===== config.mk =====
export PLATFORM = sky130hd
export DESIGN_NAME = icache_tag_ctrl
export DESIGN_NICKNAME = d
export VERILOG_FILES = /design/src/rtl/icache_tag_ctrl_pkg.sv /design/src/rtl/icache_tag_ctrl.sv
export SDC_FILE = /design/constraint.sdc
export NUM_CORES = 1
export LEC_CHECK = 0
export BUFFER_PORTS_ARGS = -buffer_cell sky130_fd_sc_hd__buf_2
export CORE_MARGIN = 2
export CORE_UTILIZATION = 43
export DETAILED_ROUTE_END_ITERATION = 7
export PLACE_DENSITY = 0.85
export SYNTH_ARGS = -nofsm -noshare
export SYNTH_HDL_FRONTEND = slang
export SYNTH_SLANG_ARGS = --single-unit

===== constraint.sdc =====
create_clock -name clk -period 1.85 [get_ports clk]
set_input_delay 0.185 -clock clk [delete_from_list [all_inputs] [get_ports clk]]
set_output_delay 0.185 -clock clk [all_outputs]
set_load 0.02 [all_outputs]

===== src/rtl/icache_tag_ctrl_pkg.sv =====
// icache_tag_ctrl_pkg
//   Shared definitions for the icache tag controller: controller state
//   encoding and helpers that locate the fields inside a tag RAM word
//   (valid bit on top, tag below it).
package icache_tag_ctrl_pkg;

  typedef enum logic [1:0] {
    ST_INIT  = 2'd0,
    ST_IDLE  = 2'd1,
    ST_FLUSH = 2'd2
  } tag_state_e;

  // Index of the valid bit inside a tag word of width dw.
  function automatic int unsigned tag_valid_bit(input int unsigned dw);
    return dw - 1;
  endfunction

  // Number of tag bits inside a tag word of width dw.
  function automatic int unsigned tag_field_width(input int unsigned dw);
    return dw - 1;
  endfunction

endpackage


===== src/rtl/icache_tag_ctrl.sv =====
// icache_tag_ctrl
//   Front end of the instruction-cache tag RAM. After reset it sweeps every
//   set to invalid (INIT), then arbitrates flush > refill > lookup, issuing
//   at most one tag RAM access per cycle. A flush re-runs the sweep and
//   acknowledges with a one-cycle pulse. Lookups are pipelined: the read is
//   issued in the grant cycle and the hit is resolved against the RAM data
//   one cycle later.
//
// Ports
//   clk, rst_n                      clock, async active-low reset
//   flush_req_i / flush_ack_o       level flush request / completion pulse
//   lookup_req_i/_addr_i/_tag_i     lookup request
//   lookup_gnt_o                    lookup accepted this cycle
//   lookup_rvalid_o / lookup_hit_o  lookup result (one cycle after grant)
//   refill_req_i/_addr_i/_tag_i     install a valid tag
//   refill_gnt_o                    refill accepted this cycle
//   tag_req_o/_write_o/_addr_o/_wdata_o, tag_rdata_i   tag RAM port
//   busy_o                          high while sweeping (INIT or FLUSH)
module icache_tag_ctrl
  import icache_tag_ctrl_pkg::*;
#(
  parameter int unsigned DATA_WIDTH = 7,
  parameter int unsigned ADDR_WIDTH = 6
) (
  input  logic                  clk,
  input  logic                  rst_n,
  input  logic                  flush_req_i,
  output logic                  flush_ack_o,
  input  logic                  lookup_req_i,
  input  logic [ADDR_WIDTH-1:0] lookup_addr_i,
  input  logic [DATA_WIDTH-2:0] lookup_tag_i,
  output logic                  lookup_gnt_o,
  output logic                  lookup_rvalid_o,
  output logic                  lookup_hit_o,
  input  logic                  refill_req_i,
  input  logic [ADDR_WIDTH-1:0] refill_addr_i,
  input  logic [DATA_WIDTH-2:0] refill_tag_i,
  output logic                  refill_gnt_o,
  output logic                  tag_req_o,
  output logic                  tag_write_o,
  output logic [ADDR_WIDTH-1:0] tag_addr_o,
  output logic [DATA_WIDTH-1:0] tag_wdata_o,
  input  logic [DATA_WIDTH-1:0] tag_rdata_i,
  output logic                  busy_o
);

  localparam int unsigned VB = tag_valid_bit(DATA_WIDTH);
  localparam int unsigned TW = tag_field_width(DATA_WIDTH);
  localparam logic [ADDR_WIDTH-1:0] LAST_SET = '1;

  tag_state_e            state_q;
  logic [ADDR_WIDTH-1:0] cnt_q;
  logic                  rvalid_q;
  logic                  ack_q;
  logic [TW-1:0]         tag_q;

  logic idle, sweep, flush_go;

  assign idle  = (state_q == ST_IDLE);
  assign sweep = ~idle;

  // The requester keeps flush_req_i high through the ack cycle; masking it
  // with the ack stops the same request from starting a second sweep.
  assign flush_go = idle & flush_req_i & ~ack_q;

  assign refill_gnt_o = idle & ~flush_go & refill_req_i;
  assign lookup_gnt_o = idle & ~flush_go & ~refill_req_i & lookup_req_i;

  // Single RAM port mux; all fields are zero when nothing is issued.
  always_comb begin
    tag_req_o   = 1'b0;
    tag_write_o = 1'b0;
    tag_addr_o  = '0;
    tag_wdata_o = '0;
    if (sweep) begin
      tag_req_o   = 1'b1;
      tag_write_o = 1'b1;
      tag_addr_o  = cnt_q;
    end else if (refill_gnt_o) begin
      tag_req_o   = 1'b1;
      tag_write_o = 1'b1;
      tag_addr_o  = refill_addr_i;
      tag_wdata_o = {1'b1, refill_tag_i};
    end else if (lookup_gnt_o) begin
      tag_req_o   = 1'b1;
      tag_addr_o  = lookup_addr_i;
    end
  end

  always_ff @(posedge clk or negedge rst_n) begin
    if (!rst_n) begin
      state_q  <= ST_INIT;
      cnt_q    <= '0;
      rvalid_q <= 1'b0;
      ack_q    <= 1'b0;
      tag_q    <= '0;
    end else begin
      ack_q    <= 1'b0;
      // Lookup pipeline runs independently of the FSM so a lookup granted
      // just before a flush still returns its result.
      rvalid_q <= lookup_gnt_o;
      if (lookup_gnt_o) tag_q <= lookup_tag_i;
      case (state_q)
        ST_INIT: begin
          cnt_q <= cnt_q + 1'b1;
          if (cnt_q == LAST_SET) state_q <= ST_IDLE;
        end
        ST_FLUSH: begin
          cnt_q <= cnt_q + 1'b1;
          if (cnt_q == LAST_SET) begin
            state_q <= ST_IDLE;
            ack_q   <= 1'b1;
          end
        end
        ST_IDLE: begin
          if (flush_go) begin
            state_q <= ST_FLUSH;
            cnt_q   <= '0;
          end
        end
        default: begin
          state_q <= ST_INIT;
          cnt_q   <= '0;
        end
      endcase
    end
  end

  assign flush_ack_o     = ack_q;
  assign lookup_rvalid_o = rvalid_q;
  assign lookup_hit_o    = rvalid_q & tag_rdata_i[VB] & (tag_rdata_i[TW-1:0] == tag_q);
  assign busy_o          = sweep;

endmodule


# --- Word level (Yosys, flattened, before mapping) ---
# Index checks and enable logic that the tools add are counted.
classes:
  n_addsub: 1
  n_reduce_logical: 3
  n_bitwise: 12
  mux: 17
  n_eq_ne: 6
op_table:
  columns: ["cell", "count"]
  rows:
  - ["2-to-1 mux 6 bit", 4]
  - ["2-to-1 mux 7 bit", 2]
  - ["case mux 6 bit (2 select lines)", 1]
  - ["bitwise AND 1 bit", 8]
  - ["2-to-1 mux 1 bit", 7]
  - ["adder 6 x 1 -> 6 bit, second input constant", 1]
  - ["== test 6 bit", 1]
  - ["== test 6 bit, second input constant", 1]
  - ["2-to-1 mux 2 bit", 2]
  - ["!= test 2 x 1 -> 1 bit, second input constant", 2]
  - ["NOT 1 bit", 4]
  - ["case mux 2 bit (2 select lines)", 1]
  - ["== test 2 x 1 -> 1 bit, second input constant", 1]
  - ["== test 2 bit, second input constant", 1]
  - ["logical NOT 2 bit", 1]
  - ["AND reduction 2 bit", 1]
  - ["OR reduction 2 bit", 1]
word_totals:
  output_inout_bits: 21
  inputBits: 36
  elab_cells: 44
  register_bits: 16

# --- Depth between registers and ports, before layout ---
logic_depth:
  depth_word: 10
  ltp_mapped: 5
  depth_no_buf: 5

# --- Least setup slack after synthesis ---
# OpenSTA, ideal clock, no wires.
synth_path:
  path_type: "reg-to-output"
  from: "reg ack_q, in the netlist flush_ack_o"
  to: "out tag_req_o"
  stages_incl_launch_ff: 6
  path_buffers: 1
  setup_slack_ns: 0.274
  arrival_time_ns: 1.391
  required_time_ns: 1.665
  cell_sequence: "dfrtp_1 > nand2b_4 > and3_4 > buf_6 > nand2b_4 > or2_1"
synth_via:
  word_cells_on_any_way: 10
synth_lines:
  columns: ["item", "line_no", "rtl"]
  rows:
  - ["start: declaration", "icache_tag_ctrl.sv:54", "logic ack_q;"]
  - ["start signal: assignment", "icache_tag_ctrl.sv:95", "ack_q <= 1'b0;"]
  - ["start signal: assignment", "icache_tag_ctrl.sv:98", "ack_q <= 1'b0;"]
  - ["start signal: assignment", "icache_tag_ctrl.sv:112", "ack_q <= 1'b1;"]
  - ["NOT 1 bit", "icache_tag_ctrl.sv:64", "assign flush_go = idle & flush_req_i & ~ack_q;"]
  - ["bitwise AND 1 bit", "icache_tag_ctrl.sv:64", null]
  - ["NOT 1 bit", "icache_tag_ctrl.sv:66", "assign refill_gnt_o = idle & ~flush_go & refill_req_i;"]
  - ["bitwise AND 1 bit (2 in series)", "icache_tag_ctrl.sv:66", null]
  - ["net refill_gnt_o", "icache_tag_ctrl.sv:38", "output logic refill_gnt_o,"]
  - ["2-to-1 mux 1 bit", "icache_tag_ctrl.sv:79", "end else if (refill_gnt_o) begin"]
  - ["2-to-1 mux 1 bit", "icache_tag_ctrl.sv:75", "if (sweep) begin"]
  - ["end: declaration", "icache_tag_ctrl.sv:39", "output logic tag_req_o,"]
# The timed path passes the listed nets, and every way through them passes these cells.

# --- Final worst setup path ---
layout_path:
  from: "reg state_q[0]"
  to: "out tag_req_o"
layout_via:
  elab_chain_cells: 10
  word_cells_on_any_way: 11
layout_lines:
  columns: ["item", "line_no", "rtl"]
  rows:
  - ["start: declaration", "icache_tag_ctrl.sv:51", "tag_state_e state_q;"]
  - ["start signal: assignment", "icache_tag_ctrl.sv:92", "state_q <= ST_INIT;"]
  - ["start signal: assignment", "icache_tag_ctrl.sv:106", "if (cnt_q == LAST_SET) state_q <= ST_IDLE;"]
  - ["start signal: assignment", "icache_tag_ctrl.sv:111", "state_q <= ST_IDLE;"]
  - ["== test 2 x 1 -> 1 bit *", "icache_tag_ctrl.sv:59", "assign idle = (state_q == ST_IDLE);"]
  - ["bitwise AND 1 bit (2 in series)", "icache_tag_ctrl.sv:64", null]
  - ["NOT 1 bit", "icache_tag_ctrl.sv:66, icache_tag_ctrl.sv:67", null]
  - ["bitwise AND 1 bit", "icache_tag_ctrl.sv:66, icache_tag_ctrl.sv:67", null]
  - ["bitwise AND 1 bit (2 in series)", "icache_tag_ctrl.sv:67", "assign lookup_gnt_o = idle & ~flush_go & ~refill_req_i & lookup_req_i;"]
  - ["2-to-1 mux 1 bit", "icache_tag_ctrl.sv:84", "end else if (lookup_gnt_o) begin"]
  - ["2-to-1 mux 1 bit", "icache_tag_ctrl.sv:79", null]
  - ["2-to-1 mux 1 bit *", "icache_tag_ctrl.sv:75", null]
# Mark *: on every way between the ends. The rest lies on a longest branch, timed or not.

==> out/results.ini <==
[outcome]
status = completed

[detailed_routing]
wl_per_cell_microns = 12.81
via_per_inst = 5.133
ant_nets = 0
drcViolationCount = 0
first_pass_iters = 3
drtIter0Drc = 15
vias = 965
totalWireLength_mm = 2.408

[sta]
fin_skew_ps = 6.067
tns_ps = 0
slew_headroom_pct = 77.33
timing.fmax_mhz = 564.3
min_period_ps = 1772
worst_slew_pin_slew_ps = 340.1
hold_violations = 0
slew_viol_final = 0
setup_ws_ps = 78.00
timing.final.crit_share_pct = 95.78
rsz0062_at_grt = false
setup_viol = 0

[place]
place_area_sq_um = 1281
place.gp.congestion = 0.8642
place_ws_ps = 304.6
place_inst = 179
dpl.hpwl_mm = 1.882
place.port_buffers = 56

[clock_tree]
cts_htree_levels = 1
cts_buffer_depth = 2
cts_tree = done
root_buffer = clkbuf_4
clk_latency_ps = 290
clkTransAtPathRegs_ps = 90
cts_buffers = 3
cts.sinks = 16

[cells_and_area]
n_antenna_cell = 0
area_delta_synth_final_pct = 36.17
regArea_sq_um = 401.6
nFillCells = 203
stdcell_count = 188
multiInputGateArea_sq_um = 558.0
stdcell_area_sq_um = 1361
layout.nets = 198
drive_gt1_share_pct = 53.75

[synthesis]
synth_cell_type_count = 30
yosys_warnings = 0
ys_seq_elements = 16
synth_top_cell_area_share_pct = 40.05
syn_inst = 98
ys_seq_area_share_pct = 40.05
synthArstFlopShare_pct = 100.0
synth_top_cell_by_area = dfrtp_1
synth_commonest_cells = dfrtp_1 (16), nand2_1 (12), o21ai_0 (12), xnor2_1 (7)
synthFlopType = dfrtp_1
syn_area_per_cell_sq_um = 10.20
synth.most_common_cell = dfrtp_1
synth_area_leaders = dfrtp_1 (40%), mux2_4 (9.0%), xnor2_1 (6.1%)
synth_edf_count = 0
syn_area_sq_um = 999.7
syn_nets = 135

[power_and_ir_drop]
p_leak_nw = 0.6917
power_density_nw_per_um2 = 472.2
p_total_uw = 642.8
ir_drop_mv = 0.4756

[die]
rows = 17
core-area_sq_um = 2212
ioPinCount = 57
start_util_pct = 45.19
die_h_microns = 52.22
die_area_sq_um = 2726
die_w_microns = 52.22

[global_route]
grt_max_degree = 17
grt.total_usage_pct = 19.22
grt_pass1_vias = 933
top_usage_layer = met2
use_met1_pct = 20.77
grt_pass1_wl_mm = 3.864
grt_overflow_total = 0
met3_usage_pct = 3.714
antenna_found_initial = 0
gr-usage-met2_pct = 36.92

[worst_hold_path]
hold_path.class = primary input to register

[job]
drv_cap = 0

[critical_path]
reg2reg_from = state_q[1]
cp-start-kind = register
rr_endpoint = tag_q[5]
worstSetupPathType = register to output port
end_kind = output port
reg2regPathDepth = 3
cp.required_ps = 1660
critical_path_arrival_ps = 1590
ff2ff_setup_slack_ps = 430
crit_start = state_q[0]
endpoint = tag_req_o
crit_fanout = 8

[power breakdown]
| part | total, mW | internal, mW | leakage (nW) | switching (mW) |
|---|---|---|---|---|
| combinational | 0.0688 | 0.0385 | 0.459 | 0.0303 |
| sequential | 0.349 | 0.349 | 0.212 | 0 |
| clock | 0.225 | 0.120 | 0.0210 | 0.105 |
[metal layers]
metal	routed length, microns	up-vias
met5	0	-
met4	27	0
met3	149	4
met2	1302	34
met1	928	464
li1	-	463
[critical path: stages, from the launching register on]
cell and delay [ps]:
dfrtp_2 420, and2b_4 200, and3_4 190, nand2b_4 130, or2_1 200, buf_4 150
[flip-flops by register name, summed over array words and instances (netlist names)]
signal and flops:
lookup_rvalid_o 1, cnt_q 6, state_q 2, flush_ack_o 1
tag_q 6
[worst min-delay path by stage]
stage | cells after the start | end | start | slack (ps)
2_1_floorplan | 0 | cnt_q[0] | rst_n | -110
3_3_place_gp | 1 | tag_q[5] | rst_n | 100
3_5_place_dp | 1 | tag_q[5] | rst_n | 110
4_1_cts | 2 | tag_q[1] | lookup_tag_i[1] | 120
5_1_grt | 2 | tag_q[1] | lookup_tag_i[1] | 110
6_report | 2 | tag_q[1] | lookup_tag_i[1] | 120
[kinds of logic (layout without fill, tap and decap cells)]
logic type                 count (synthesis)  after routing  share of synthesized area [%]
and+or+nand+nor                           39             39                          24.28
DFF                                       16             16                          40.05
buffers and inverters                      5             67                          4.129
xor gates and xnor gates                  10             10                          8.762
muxes                                      6              6                          9.012
AOI/OAI and AO/OA                         21             21                          12.52
adders and majority gates                  1              1                          1.251
[timing repair]
item / CTS / global route
hold endpoints to repair: 16 / 0
resized for setup: 1 / 3
setup buffers: 0 / 4
endpoints found under the setup margin: 1 / 6
hold buffers: 1 / 0
[layout make-up]
type / instances / area share (%)
clock buffers: 4 / 2.665
inverters: 2 / 0.5515
repair buffers: 61 / 23.71
well taps: 28 / 2.574
multi-input cells: 77 / 40.99
flip-flops and latches: 16 / 29.50
[cells in the final DEF (no fill, tap or decap), types with 3 or more instances in the layout]
cell / count
buf_2: 55
dfrtp_1: 15
nand2_1: 12
o21ai_0: 10
xnor2_1: 7
a22oi_1: 6
and2_2: 6
mux2_4: 6
nand3_1: 5
buf_4: 5
xor2_1: 3
nor2_1: 3
clkbuf_4: 3
[per-stage QoR]
stage	hold slack, ps	utilization (%)
final	122.1	61.54
after global routing	111.3	61.54
after CTS	118.3	60.07
after detailed placement	112.8	57.92
after global placement	101.8	57.92
after floorplan	-110.6	-
Note: power is estimated with default switching activity, not from simulation.
